<file path="src/rtl/scanner_lot_sequencer.sv">
// -----------------------------------------------------------------------------
// scanner_lot_sequencer
//
// Lot-level controller sitting above the scanner FSM. For every wafer it
// issues one scan_start pulse, then follows the scanner's current_process code
// through "left IDLE", "reached UNLOAD" and "back at IDLE". Completed wafers
// are counted. A wafer that ends in ERROR is reissued up to MAX_RETRY times
// per lot. Every phase is guarded by a watchdog.
//
// Ports
//   clk           system clock, rising edge
//   reset         synchronous, active-high reset
//   lot_start     lot request, honoured only while idle
//   lot_size      wafers in the lot, latched when a lot is accepted
//   abort         level; cancels a running lot or clears a fault
//   scan_process  scanner current_process code
//   scan_start    one-cycle start pulse to the scanner (op_start_btn)
//   lot_busy      high while a lot is being worked
//   lot_done      one-cycle pulse when the lot completes
//   lot_fault     high while the sequencer is parked in its fault state
//   fault_code    0 none, 1 ack timeout, 2 run timeout,
//                 3 retries exhausted, 4 IDLE reached without UNLOAD
//   wafer_idx     wafers completed in the current lot
//   retry_cnt     errors absorbed in the current lot
// -----------------------------------------------------------------------------
module scanner_lot_sequencer #(
    parameter logic [3:0]  P_IDLE    = 4'd0,
    parameter logic [3:0]  P_UNLOAD  = 4'd7,
    parameter logic [3:0]  P_ERROR   = 4'd8,
    parameter logic [15:0] ACK_TO    = 16'd16,
    parameter logic [15:0] RUN_TO    = 16'd4000,
    parameter logic [7:0]  GAP_CYC   = 8'd4,
    parameter logic [1:0]  MAX_RETRY = 2'd2
) (
    input  logic       clk,
    input  logic       reset,
    input  logic       lot_start,
    input  logic [7:0] lot_size,
    input  logic       abort,
    input  logic [3:0] scan_process,
    output logic       scan_start,
    output logic       lot_busy,
    output logic       lot_done,
    output logic       lot_fault,
    output logic [2:0] fault_code,
    output logic [7:0] wafer_idx,
    output logic [1:0] retry_cnt
);

    // The low four bits of each state code are the output flags
    // {scan_start, lot_busy, lot_done, lot_fault}, so these outputs come
    // straight off flops with no decode logic behind them.
    typedef enum logic [6:0] {
        S_IDLE     = 7'b000_0000,
        S_ISSUE    = 7'b001_1100,
        S_WAIT_ACK = 7'b010_0100,
        S_RUN      = 7'b011_0100,
        S_RECOVER  = 7'b100_0100,
        S_GAP      = 7'b101_0100,
        S_DONE     = 7'b110_0010,
        S_FAULT    = 7'b111_0001
    } state_t;

    state_t      state_r;
    logic [7:0]  size_r;
    logic [7:0]  wafer_idx_r;
    logic [1:0]  retry_cnt_r;
    logic [2:0]  fault_code_r;
    logic [15:0] timer_r;
    logic [7:0]  gap_cnt_r;
    logic        seen_unload_r;

    logic [16:0] timer_inc_s;
    logic [8:0]  gap_inc_s;
    logic        ack_expired_s;
    logic        run_expired_s;
    logic        gap_over_s;
    logic        retry_full_s;
    logic [7:0]  wafer_next_s;

    // A watchdog fires on the cycle whose increment would reach the limit,
    // so a phase may last at most ACK_TO / RUN_TO cycles.
    assign timer_inc_s   = {1'b0, timer_r} + 17'd1;
    assign ack_expired_s = (timer_inc_s >= {1'b0, ACK_TO});
    assign run_expired_s = (timer_inc_s >= {1'b0, RUN_TO});
    // GAP always lasts at least one cycle, which also covers GAP_CYC == 0.
    assign gap_inc_s     = {1'b0, gap_cnt_r} + 9'd1;
    assign gap_over_s    = (gap_inc_s >= {1'b0, GAP_CYC});
    assign retry_full_s  = (retry_cnt_r >= MAX_RETRY);
    assign wafer_next_s  = (wafer_idx_r == 8'hFF) ? 8'hFF : (wafer_idx_r + 8'd1);

    assign scan_start = state_r[3];
    assign lot_busy   = state_r[2];
    assign lot_done   = state_r[1];
    assign lot_fault  = state_r[0];
    assign fault_code = fault_code_r;
    assign wafer_idx  = wafer_idx_r;
    assign retry_cnt  = retry_cnt_r;

    // Lot sequencing FSM together with its counters and watchdog.
    always_ff @(posedge clk) begin
        if (reset) begin
            state_r       <= S_IDLE;
            size_r        <= 8'd0;
            wafer_idx_r   <= 8'd0;
            retry_cnt_r   <= 2'd0;
            fault_code_r  <= 3'd0;
            timer_r       <= 16'd0;
            gap_cnt_r     <= 8'd0;
            seen_unload_r <= 1'b0;
        end else if (abort && (state_r != S_IDLE)) begin
            // abort beats every other transition, timeouts included
            state_r      <= S_IDLE;
            fault_code_r <= 3'd0;
        end else begin
            case (state_r)
                S_IDLE: begin
                    if (lot_start && !abort) begin
                        size_r       <= lot_size;
                        wafer_idx_r  <= 8'd0;
                        retry_cnt_r  <= 2'd0;
                        fault_code_r <= 3'd0;
                        state_r      <= (lot_size == 8'd0) ? S_DONE : S_ISSUE;
                    end else begin
                        state_r <= S_IDLE;
                    end
                end
                S_ISSUE: begin
                    timer_r       <= 16'd0;
                    seen_unload_r <= 1'b0;
                    state_r       <= S_WAIT_ACK;
                end
                S_WAIT_ACK: begin
                    if (scan_process == P_ERROR) begin
                        if (retry_full_s) begin
                            fault_code_r <= 3'd3;
                            state_r      <= S_FAULT;
                        end else begin
                            retry_cnt_r <= retry_cnt_r + 2'd1;
                            timer_r     <= 16'd0;
                            state_r     <= S_RECOVER;
                        end
                    end else if (scan_process != P_IDLE) begin
                        timer_r <= 16'd0;
                        state_r <= S_RUN;
                    end else if (ack_expired_s) begin
                        fault_code_r <= 3'd1;
                        state_r      <= S_FAULT;
                    end else begin
                        timer_r <= timer_inc_s[15:0];
                    end
                end
                S_RUN: begin
                    if (scan_process == P_ERROR) begin
                        if (retry_full_s) begin
                            fault_code_r <= 3'd3;
                            state_r      <= S_FAULT;
                        end else begin
                            retry_cnt_r <= retry_cnt_r + 2'd1;
                            timer_r     <= 16'd0;
                            state_r     <= S_RECOVER;
                        end
                    end else if (scan_process == P_IDLE) begin
                        if (seen_unload_r) begin
                            wafer_idx_r <= wafer_next_s;
                            gap_cnt_r   <= 8'd0;
                            state_r     <= (wafer_next_s >= size_r) ? S_DONE : S_GAP;
                        end else begin
                            fault_code_r <= 3'd4;
                            state_r      <= S_FAULT;
                        end
                    end else if (run_expired_s) begin
                        fault_code_r <= 3'd2;
                        state_r      <= S_FAULT;
                    end else begin
                        timer_r <= timer_inc_s[15:0];
                        if (scan_process == P_UNLOAD) begin
                            seen_unload_r <= 1'b1;
                        end else begin
                            seen_unload_r <= seen_unload_r;
                        end
                    end
                end
                S_RECOVER: begin
                    // wafer_idx untouched: the same wafer is issued again
                    if (scan_process == P_IDLE) begin
                        gap_cnt_r <= 8'd0;
                        state_r   <= S_GAP;
                    end else if (run_expired_s) begin
                        fault_code_r <= 3'd2;
                        state_r      <= S_FAULT;
                    end else begin
                        timer_r <= timer_inc_s[15:0];
                    end
                end
                S_GAP: begin
                    if (gap_over_s) begin
                        state_r <= S_ISSUE;
                    end else begin
                        gap_cnt_r <= gap_inc_s[7:0];
                    end
                end
                S_DONE: begin
                    state_r <= S_IDLE;
                end
                S_FAULT: begin
                    // sticky until abort, which is handled above
                    state_r <= S_FAULT;
                end
                default: begin
                    state_r <= S_IDLE;
                end
            endcase
        end
    end

endmodule

</file>
<file path="config.mk">
export PLATFORM = sky130hd
export DESIGN_NAME = scanner_lot_sequencer
export DESIGN_NICKNAME = d
export VERILOG_FILES = /design/src/rtl/scanner_lot_sequencer.sv
export SDC_FILE = /design/constraint.sdc
export NUM_CORES = 1
export LEC_CHECK = 0
export ABC_AREA = 1
export CORE_MARGIN = 5
export CORE_UTILIZATION = 50
export CTS_CLUSTER_SIZE = 30
export DETAILED_ROUTE_END_ITERATION = 8
export PLACE_DENSITY_LB_ADDON = 0.25
export SLEW_MARGIN = 20
export SYNTH_ARGS = -nofsm -noshare
export SYNTH_HDL_FRONTEND = slang
export SYNTH_SLANG_ARGS = --single-unit
</file>
<file path="constraint.sdc">
create_clock -name clk -period 2.7 [get_ports clk]
set_input_delay 0.27 -clock clk [delete_from_list [all_inputs] [get_ports clk]]
set_output_delay 0.27 -clock clk [all_outputs]
set_load 0.02 [all_outputs]
</file>
Word level (Yosys, flattened, before mapping)
Cells that the tools add are included.
Operators by class
  add/sub/neg operators: 4
  $mul: 0
  divide/modulo/power cells: 0
  order comparisons: 5
  equality and inequality tests: 27
  shifts and indexed selects: 0
  mux-type cells: 54
  bitwise logic cells: 1
  reductions and logical operators: 24
Operators with widths (count)
  $mux W16: 7
  $mux W8: 10
  $mux W7: 10
  $pmux W16 S4: 1
  $pmux W7 S7: 1
  $mux W3: 10
  $ne A2 B2 Y1 const B: 12
  $pmux W8 S3: 1
  $eq A7 B7 Y1 const B: 3
  $mux W6: 3
  $reduce_and A6 Y1: 3
  $add A16 B1 Y17 const B: 1
  $ge A17 B12 Y1 const B: 1
  $ge A17 B5 Y1 const B: 1
  $pmux W8 S2: 1
  $eq A7 B6 Y1 const B: 2
  $ne A4 B4 Y1 const B: 3
  $pmux W3 S4: 1
  $reduce_bool A4 Y1: 3
  $add A8 B1 Y9 const B: 1
  $ge A9 B3 Y1 const B: 1
  $add A8 B1 Y8 const B: 1
  $eq A8 B8 Y1 const B: 1
  $ge A8 B8 Y1: 1
  25 further kinds: 36
Word-level totals
  register bits after elaboration: 53
  latch bits: 0
  bits in writable memories: 0
  ROM bits: 0
  output and inout port bits: 17
  memories kept: 0

Depth between registers and ports, before layout
Gate-level depths: netlist of run 1.
  depth after elaboration: 8
  depth in mapped cells: 21
  gate-level depth less buffers: 21

Worst setup path after synthesis of run 1
OpenSTA, ideal clock, no wires.
  kind: reg2reg
  start point: register wafer_idx_r[0] (netlist: wafer_idx[0])
  end point: register state_r[5]
  library setup time: 115 ps
  arrival: 2459 ps
  data required time: 2585 ps
  setup slack: 126 ps
  stages on the path, launching flop included: 18
  buffers on the path: 0
  period minus slack after synthesis: 2574 ps
  path through: dfxtp_1 > inv_1 > nor3_1 > inv_1 > nor3_1 > nand2_1 > inv_1 > nand2_1 > a21oi_1 > ha_1 > nand2_1 > nor2_1 > nand4_1 > o2111ai_1 > o21ai_0 > a21boi_0 > o21ai_0 > inv_1
Between the ends
  cells in the longest elaborated chain, start to end: 8
  elaborated cells between the ends (all ways): 9
  those cells by class: add/sub: 1; order compare: 1; eq/ne: 1; mux: 6
RTL lines
  start, declared: RTL line 66  | logic [7:0] wafer_idx_r;
  start signal, assigned: RTL line 165  | wafer_idx_r <= wafer_next_s;
  $add A8 B1 Y8 or $eq A8 B8 Y1 (tied branches): RTL line 90  | assign wafer_next_s = (wafer_idx_r == 8'hFF) ? 8'hFF : (wafer_idx_r + 8'd1);
  $mux W8 (*): RTL line 90
  $ge A8 B8 Y1 (*): RTL line 167  | state_r <= (wafer_next_s >= size_r) ? S_DONE : S_GAP;
  $mux W6 (*): RTL line 167
  $mux W6 (*): RTL line 164  | if (seen_unload_r) begin
  $mux W7 (*): RTL line 163  | end else if (scan_process == P_IDLE) begin
  $mux W7 (*): RTL line 154  | if (scan_process == P_ERROR) begin
  $pmux W7 S7 (*): RTL line 116  | case (state_r)
  end signal, assigned: RTL line 123  | state_r <= (lot_size == 8'd0) ? S_DONE : S_ISSUE;
  end signal, assigned: RTL line 167
  end, declared: RTL line 64  | state_t state_r;
Mark *: on every way between the ends. The rest lies on a longest branch, timed or not.
A chain may end at the register's enable or synchronous reset.

Worst setup path in the final report of run 1
  start point: register wafer_idx_r[2] (netlist: wafer_idx[2])
  end point: register state_r[5]
The elaborated chain is that of the path after synthesis.

==> results by group, run 1 <==
Critical path
  – Crit end category: register
  – Crit path kind: reg -> reg
  – Critical path's slowest cell: dfxtp_2
  – Worst endpoint required time: 2920 ps
  – CP arrival: 2780 ps
  – Crit-path most repeated cell: inv_1
  – Crit path largest cell delay: 360 ps
  – CP Launch Type: register
  – Max Fanout on Critical Path: 4
  – Crit-path cells: inv_1 -> nor3_2 -> inv_1 -> nor3_2 -> nand2_1 -> inv_2 -> nand2_1 -> a21oi_2 -> ha_4 -> nand2_4 -> nor2_2 -> nand4_1 -> o2111ai_4 -> o21ai_2 -> a21boi_0 -> o21ai_1 -> inv_1

Global routing
  – Largest net degree at the start of global routing: 19
  – First-pass GRT wire length: 20800 um
  – Number of global-route vias before repair: 4590
  – Initial antenna violation count: 0
  – Tot GR Track Use: 0.245
  – GR Overflow Total: 0

Finish
  – Final Core Density: 0.613
  – Share of cells above drive strength 1: 0.122
  – Antenna diode count: 0
  – Post-route cell area: 5060 um2
  – Layout Area Growth over Synthesis: 18.8%
  – # nets final: 790

Logic synthesis
  – EDFF count, synth: 0
  – Yosys cell types: 45
  – Synth top area share: 0.249
  – Cells after Synth: 713
  – Synth warn: 0
  – Leading cell type by number of instances after synthesis: nand2_1
  – Async SR Flop Fraction: 0
  – Synth Net Count: 743
  – Post-Syn Area per Cell: 5.97 um2
  – #FFs+latches synth: 53
  – Synth top area cells: dfxtp_1, nand2_1, inv_1
  – Largest area contributor in the netlist: dfxtp_1
  – Post-synthesis sequential area ratio: 0.249
  – Synth cell count leaders: nand2_1, inv_1, nor2_1, a21oi_1, dfxtp_1
  – Mapped cell area: 4260 um2
  – Post-synth top flop: dfxtp_1

Pwr
  – Leakage: 2.20 nW
  – Internal: 1.20 mW
  – Seq pwr share: 0.475
  – Final Power: 1.75 mW
  – Power share of the combinational group: 0.242
  – Pwr/cell area: 346 nW/um2
  – Clock Power Share: 0.283
  – Sw Pwr: 0.548 mW
  – Sw frac: 0.313
  – Worst VDD drop: 0.243 mV

Clock network
  – TritonCTS clock tree: done
  – Clk slew on worst S/H paths: 100 ps
  – Clock Tree Root: clkbuf_8
  – CTS Buf Count: 5
  – Clock buffer depth: 2
  – Hold Buf Count CTS: 0
  – Sink Count: 53
  – Worst skew pair latency: 310 ps
  – H-Tree Level Count: 2

Flow run
  – MaxCap Viol Count: 0

Min path
  – Worst hold-check path type: reg -> reg

Drt
  – Avg WL per Cell: 14.6 um
  – Drt pass-1 iters: 7
  – Iter 0 DRT Violations: 289
  – Antenna-violating nets left: 0
  – Drc violations: 0
  – Routed wire length: 12700 um
  – Vias per std cell: 5.60
  – Routed via count: 4850

Timing
  – Hold slack: 467 ps
  – Tcrit/Tclk final: 0.950
  – Final Max Tran Viols: 0
  – Min Tclk post-route: 2570 ps
  – Endpoints failing hold: 0
  – # setup viols final: 0
  – Clock Skew: 7.39 ps
  – Worst-margin pin slew: 537 ps
  – Max-slew headroom: 0.641
  – Max Freq: 0.390 GHz

Floorplanning
  – Die width: 102 um
  – Initial Util: 0.516
  – Core area: 8260 um2
  – Number of I/O pins: 33
  – Die height: 102 um
  – Placement Rows: 33
  – Die Area: 10500 um2

Place
  – Dpl hpwl: 9730 um
  – Area after DPL: 4790 um2
  – Number of port buffers: 32
  – GP Congestion: 0.944

Outcome
  – Status: finished, final reports clean
## cell usage in the layout, fill, tap and decap left out, drive strengths merged, types with 8 or more instances in the layout
| cell | instances |
|---|---|
| nand2 | 198 |
| inv | 103 |
| nor2 | 84 |
| a21oi | 62 |
| dfxtp | 53 |
| o21ai | 49 |
| nand3 | 42 |
| clkdlybuf4s50 | 32 |
| buf | 30 |
| nor3 | 22 |
| ha | 14 |
| a211oi | 13 |
| nand4 | 11 |
| a31oi | 8 |
## final cells by class
| cell class | instances | area (um2) |
|---|---|---|
| sequential | 53 | 1070 |
| clock buffer | 6 | 82.6 |
| fill | 811 | 3200 |
| multi-input combinational | 535 | 2830 |
| clock inverter | 2 | 17.5 |
| timing repair buffer | 62 | 546 |
| tap | 105 | 131 |
| inverter | 103 | 389 |
## what timing repair did
action	in CTS	in global routing
buffers inserted	0	3
pin swaps	1	13
gates resized for setup	3	37
setup endpoints to repair	1	8
## final timing paths
kind                      from           end  slack, ps  cells past startpoint
hold / removal    retry_cnt[0]  retry_cnt[0]        470                      1
hold reg to reg   retry_cnt[0]  retry_cnt[0]        470                      1
setup / recovery  wafer_idx[2]    state_r[5]        130                     17
setup reg to reg  wafer_idx[2]    state_r[5]        130                     17
## worst max-delay path: cells and delay by family (launching register included)
kind	cells	cell delay, ps
AO/OA/AOI/OAI	5	740
adder cells (fa/ha/maj)	1	250
buffers and inverters	4	290
flip-flops	1	360
AND/OR/NAND/NOR	7	840
## power by group through the flow
stage,registers [mW],clock network [mW],logic [mW]
2_1_floorplan,0.864,0,0.195
3_3_place_gp,0.846,0,0.344
3_5_place_dp,0.847,0,0.347
4_1_cts,0.829,0.517,0.350
5_1_grt,0.834,0.555,0.469
6_report,0.831,0.496,0.424
## per-stage QoR
step / setup TNS [ps] / setup slack (ps) / std cells
finish: 0 / 135 / 866
global route: -406 / -138 / 866
CTS: 0 / 8.66 / 863
detailed placement: -92.3 / -92.3 / 855
global placement: 0 / 109 / 855
floorplan: 0 / 126 / 713
## registers in the layout, summed over array words and instances, names as in the netlist
register and count:
size_r 8, wafer_idx 8, seen_unload_r 1, gap_cnt_r 8, timer_r 16, retry_cnt 2
state_r 7, fault_code 3
## cells by family (layout without fill, tap and decap cells)
family,Yosys count,count (layout),synth area share
buffers and inverters,125,173,0.120
flip-flops,53,53,0.249
adder cells (fa/ha/maj),14,14,0.0411
XOR/XNOR,7,7,0.0144
AO/OA/AOI/OAI,148,148,0.195
AND/OR/NAND/NOR,366,366,0.380
## layer usage
metal / GRT usage / up-vias / wire length [um] / share of wire
met5: 0 / - / 0 / 0
met4: 0.0898 / 0 / 395 / 0.031
met3: 0.0280 / 40 / 731 / 0.058
met2: 0.426 / 187 / 6170 / 0.49
met1: 0.310 / 2195 / 5370 / 0.42
li1: - / 2428 / - / -
Power figures use the tool's default switching activity.
==> run 2: changes to the inputs <==
Settings changed: CORE_MARGIN 5 to 3, CORE_UTILIZATION 50 to 30.
==> run 2 against run 1 <==
  * Combinational power decreased by 5.9%
  * Cell area rose by 2.5%
  * Count of clock-buffer cells in the layout decreased by 1
  * Clock power grew 45%
  * Core utilization decreased by 23 points
  * Via count shrank 2.9%
  * Die area up 50%
  * Critical endpoint is now state_r[4]
==> results by group, run 2 (synthesis gave the netlist of run 1 again) <==
Drt
  – Drc violations: 0
  – Drt pass-1 iters: 5
  – Routed wire length: 13400 um
  – Antenna-violating nets left: 0
  – Iter 0 DRT Violations: 395
  – Vias per std cell: 5.02
  – Routed via count: 4709
  – Avg WL per Cell: 14.2 um

Pwr
  – Sw frac: 0.316
  – Worst VDD drop: 0.285 mV
  – Pwr/cell area: 376 nW/um2
  – Leakage: 2.23 nW
  – Clock Power Share: 0.369
  – Power share of the combinational group: 0.205
  – Sw Pwr: 0.615 mW
  – Seq pwr share: 0.426
  – Internal: 1.33 mW

Clock network
  – CTS Buf Count: 5
  – H-Tree Level Count: 2
  – Worst skew pair latency: 310 ps
  – Sink Count: 53
  – Clock Tree Root: clkbuf_16
  – Clk slew on worst S/H paths: 80 ps
  – TritonCTS clock tree: done
  – Clock buffer depth: 2

Timing
  – Final Max Tran Viols: 0
  – Post-route setup TNS: 0 ps
  – # setup viols final: 0
  – Tcrit/Tclk final: 0.961
  – Endpoints failing hold: 0
  – Min Tclk post-route: 2600 ps
  – Max-slew headroom: 0.604
  – Worst-margin pin slew: 589 ps
  – Clock Skew: 9.48 ps
  – Max Freq: 0.385 GHz

Finish
  – Antenna diode count: 0
  – Post-route cell area: 5190 um2
  – Layout Area Growth over Synthesis: 21.8%
  – Fill count: 1496
  – Cell Count, Final, Fillers Out: 938
  – Share of cells above drive strength 1: 0.118
  – Biggest register: timer_r
  – Largest register FFs: 16
  – Most frequent cells in the layout: nand2_1, inv_1, nor2_1
  – Commonest non-fill, non-tap cell in the layout: nand2_1
  – # nets final: 791
  – Final Core Density: 0.383

Critical path
  – CP Launch Type: register
  – Crit end category: register
  – Crit path kind: reg -> reg
  – Worst r2r src: wafer_idx[1]
  – Worst r2r path cells: 19
  – Max Fanout on Critical Path: 3
  – CP arrival: 2840 ps
  – Setup crit start: wafer_idx[1]
  – Flop2flop setup slack: 100 ps
  – RR Endpoint: state_r[4]
  – Worst endpoint required time: 2950 ps

Global routing
  – Number of global-route vias before repair: 4563
  – Tot GR Track Use: 0.172
  – First-pass GRT wire length: 22600 um
  – Initial antenna violation count: 0
  – GR Overflow Total: 0
  – Largest net degree at the start of global routing: 26

Floorplanning
  – Number of I/O pins: 33
  – Die height: 125 um
  – Placement Rows: 42
  – Die Area: 15700 um2
  – Initial Util: 0.314
  – Die width: 125 um
  – Core area: 13600 um2

Min path
  – Hold worst-path end: retry_cnt[0]
  – Min-delay src: retry_cnt[0]
  – Worst hold-check path type: reg -> reg
  – WHS Path Cells: 1

Place
  – Post-Place Cells: 928
  – GP Congestion: 0.914
  – Number of port buffers: 32
  – Dpl hpwl: 9990 um
  – Area after DPL: 4910 um2

Flow run
  – MaxCap Viol Count: 0

Outcome
  – Status: finished, final reports clean
[run 2: cell count changes in the layout (fill, tap and decap cells not counted), sizes merged]
cell / delta
inv: +1
clkbuf: -1
buf: +1
[run 2: per-stage QoR]
step / hold WS (ps) / setup slack [ps] / total power [mW]
5_1_grt: 480 / -131 / 2.06
3_5_place_dp: 441 / -35.2 / 1.21
6_report: 452 / 104 / 1.95
2_1_floorplan: 405 / 126 / 1.06
4_1_cts: 457 / 16.0 / 1.93
3_3_place_gp: 452 / 29.5 / 1.21
[run 2: critical path, cell delays in order (launching register included)]
cell	delay [ps]
dfxtp_2	340
inv_1	60
nor3_2	190
inv_1	90
nor3_2	180
nand2_1	120
inv_1	100
nand2_1	70
a21oi_2	170
ha_1	270
a21oi_1	200
o2111ai_2	180
buf_4	170
nand2_1	50
nand2_1	50
nand2_1	50
nand2_1	40
nand2_1	50
nand2_1	40
a21oi_1	110
[run 2: area by class of cell]
cell class,instances,area (um2),area share
clock inverters,3,28.8,0.00555
repair buffers,63,566,0.109
well taps,176,220,0.0425
multi-input cells,535,2790,0.538
clock buffers,5,125,0.0241
inverters,103,392,0.0755
flip-flops and latches,53,1070,0.206
[run 2: worst max-delay path by stage]
| stage | to | slack, ps |
|---|---|---|
| after floorplan | state_r[5] | 130 |
| after global placement | state_r[5] | 30 |
| after detailed placement | state_r[5] | -40 |
| after CTS | state_r[4] | 20 |
| after global routing | state_r[4] | -130 |
| final | state_r[4] | 100 |
[run 2: repair_timing]
item | CTS | global route
resized for setup | 1 | 35
pin swaps | 0 | 8
endpoints found under the setup margin | 1 | 12
buffers inserted | 0 | 2
hold buffers | 0 | 0
[run 2: power groups by stage]
| stage | sequential (mW) | combinational [mW] | clock (mW) |
|---|---|---|---|
| finish | 0.830 | 0.399 | 0.720 |
| global route | 0.833 | 0.447 | 0.776 |
| CTS | 0.829 | 0.360 | 0.742 |
| detailed placement | 0.847 | 0.359 | 0 |
| global placement | 0.847 | 0.359 | 0 |
| floorplan | 0.864 | 0.195 | 0 |
[run 2: per-layer routing]
metal | global-route usage | up-vias | part of all wire
met1 | 0.237 | 2133 | 0.48
met4 | 0.0338 | 0 | 0.0079
li1 | - | 2442 | -
met5 | 0 | - | 0
met3 | 0.0277 | 12 | 0.050
met2 | 0.286 | 122 | 0.46
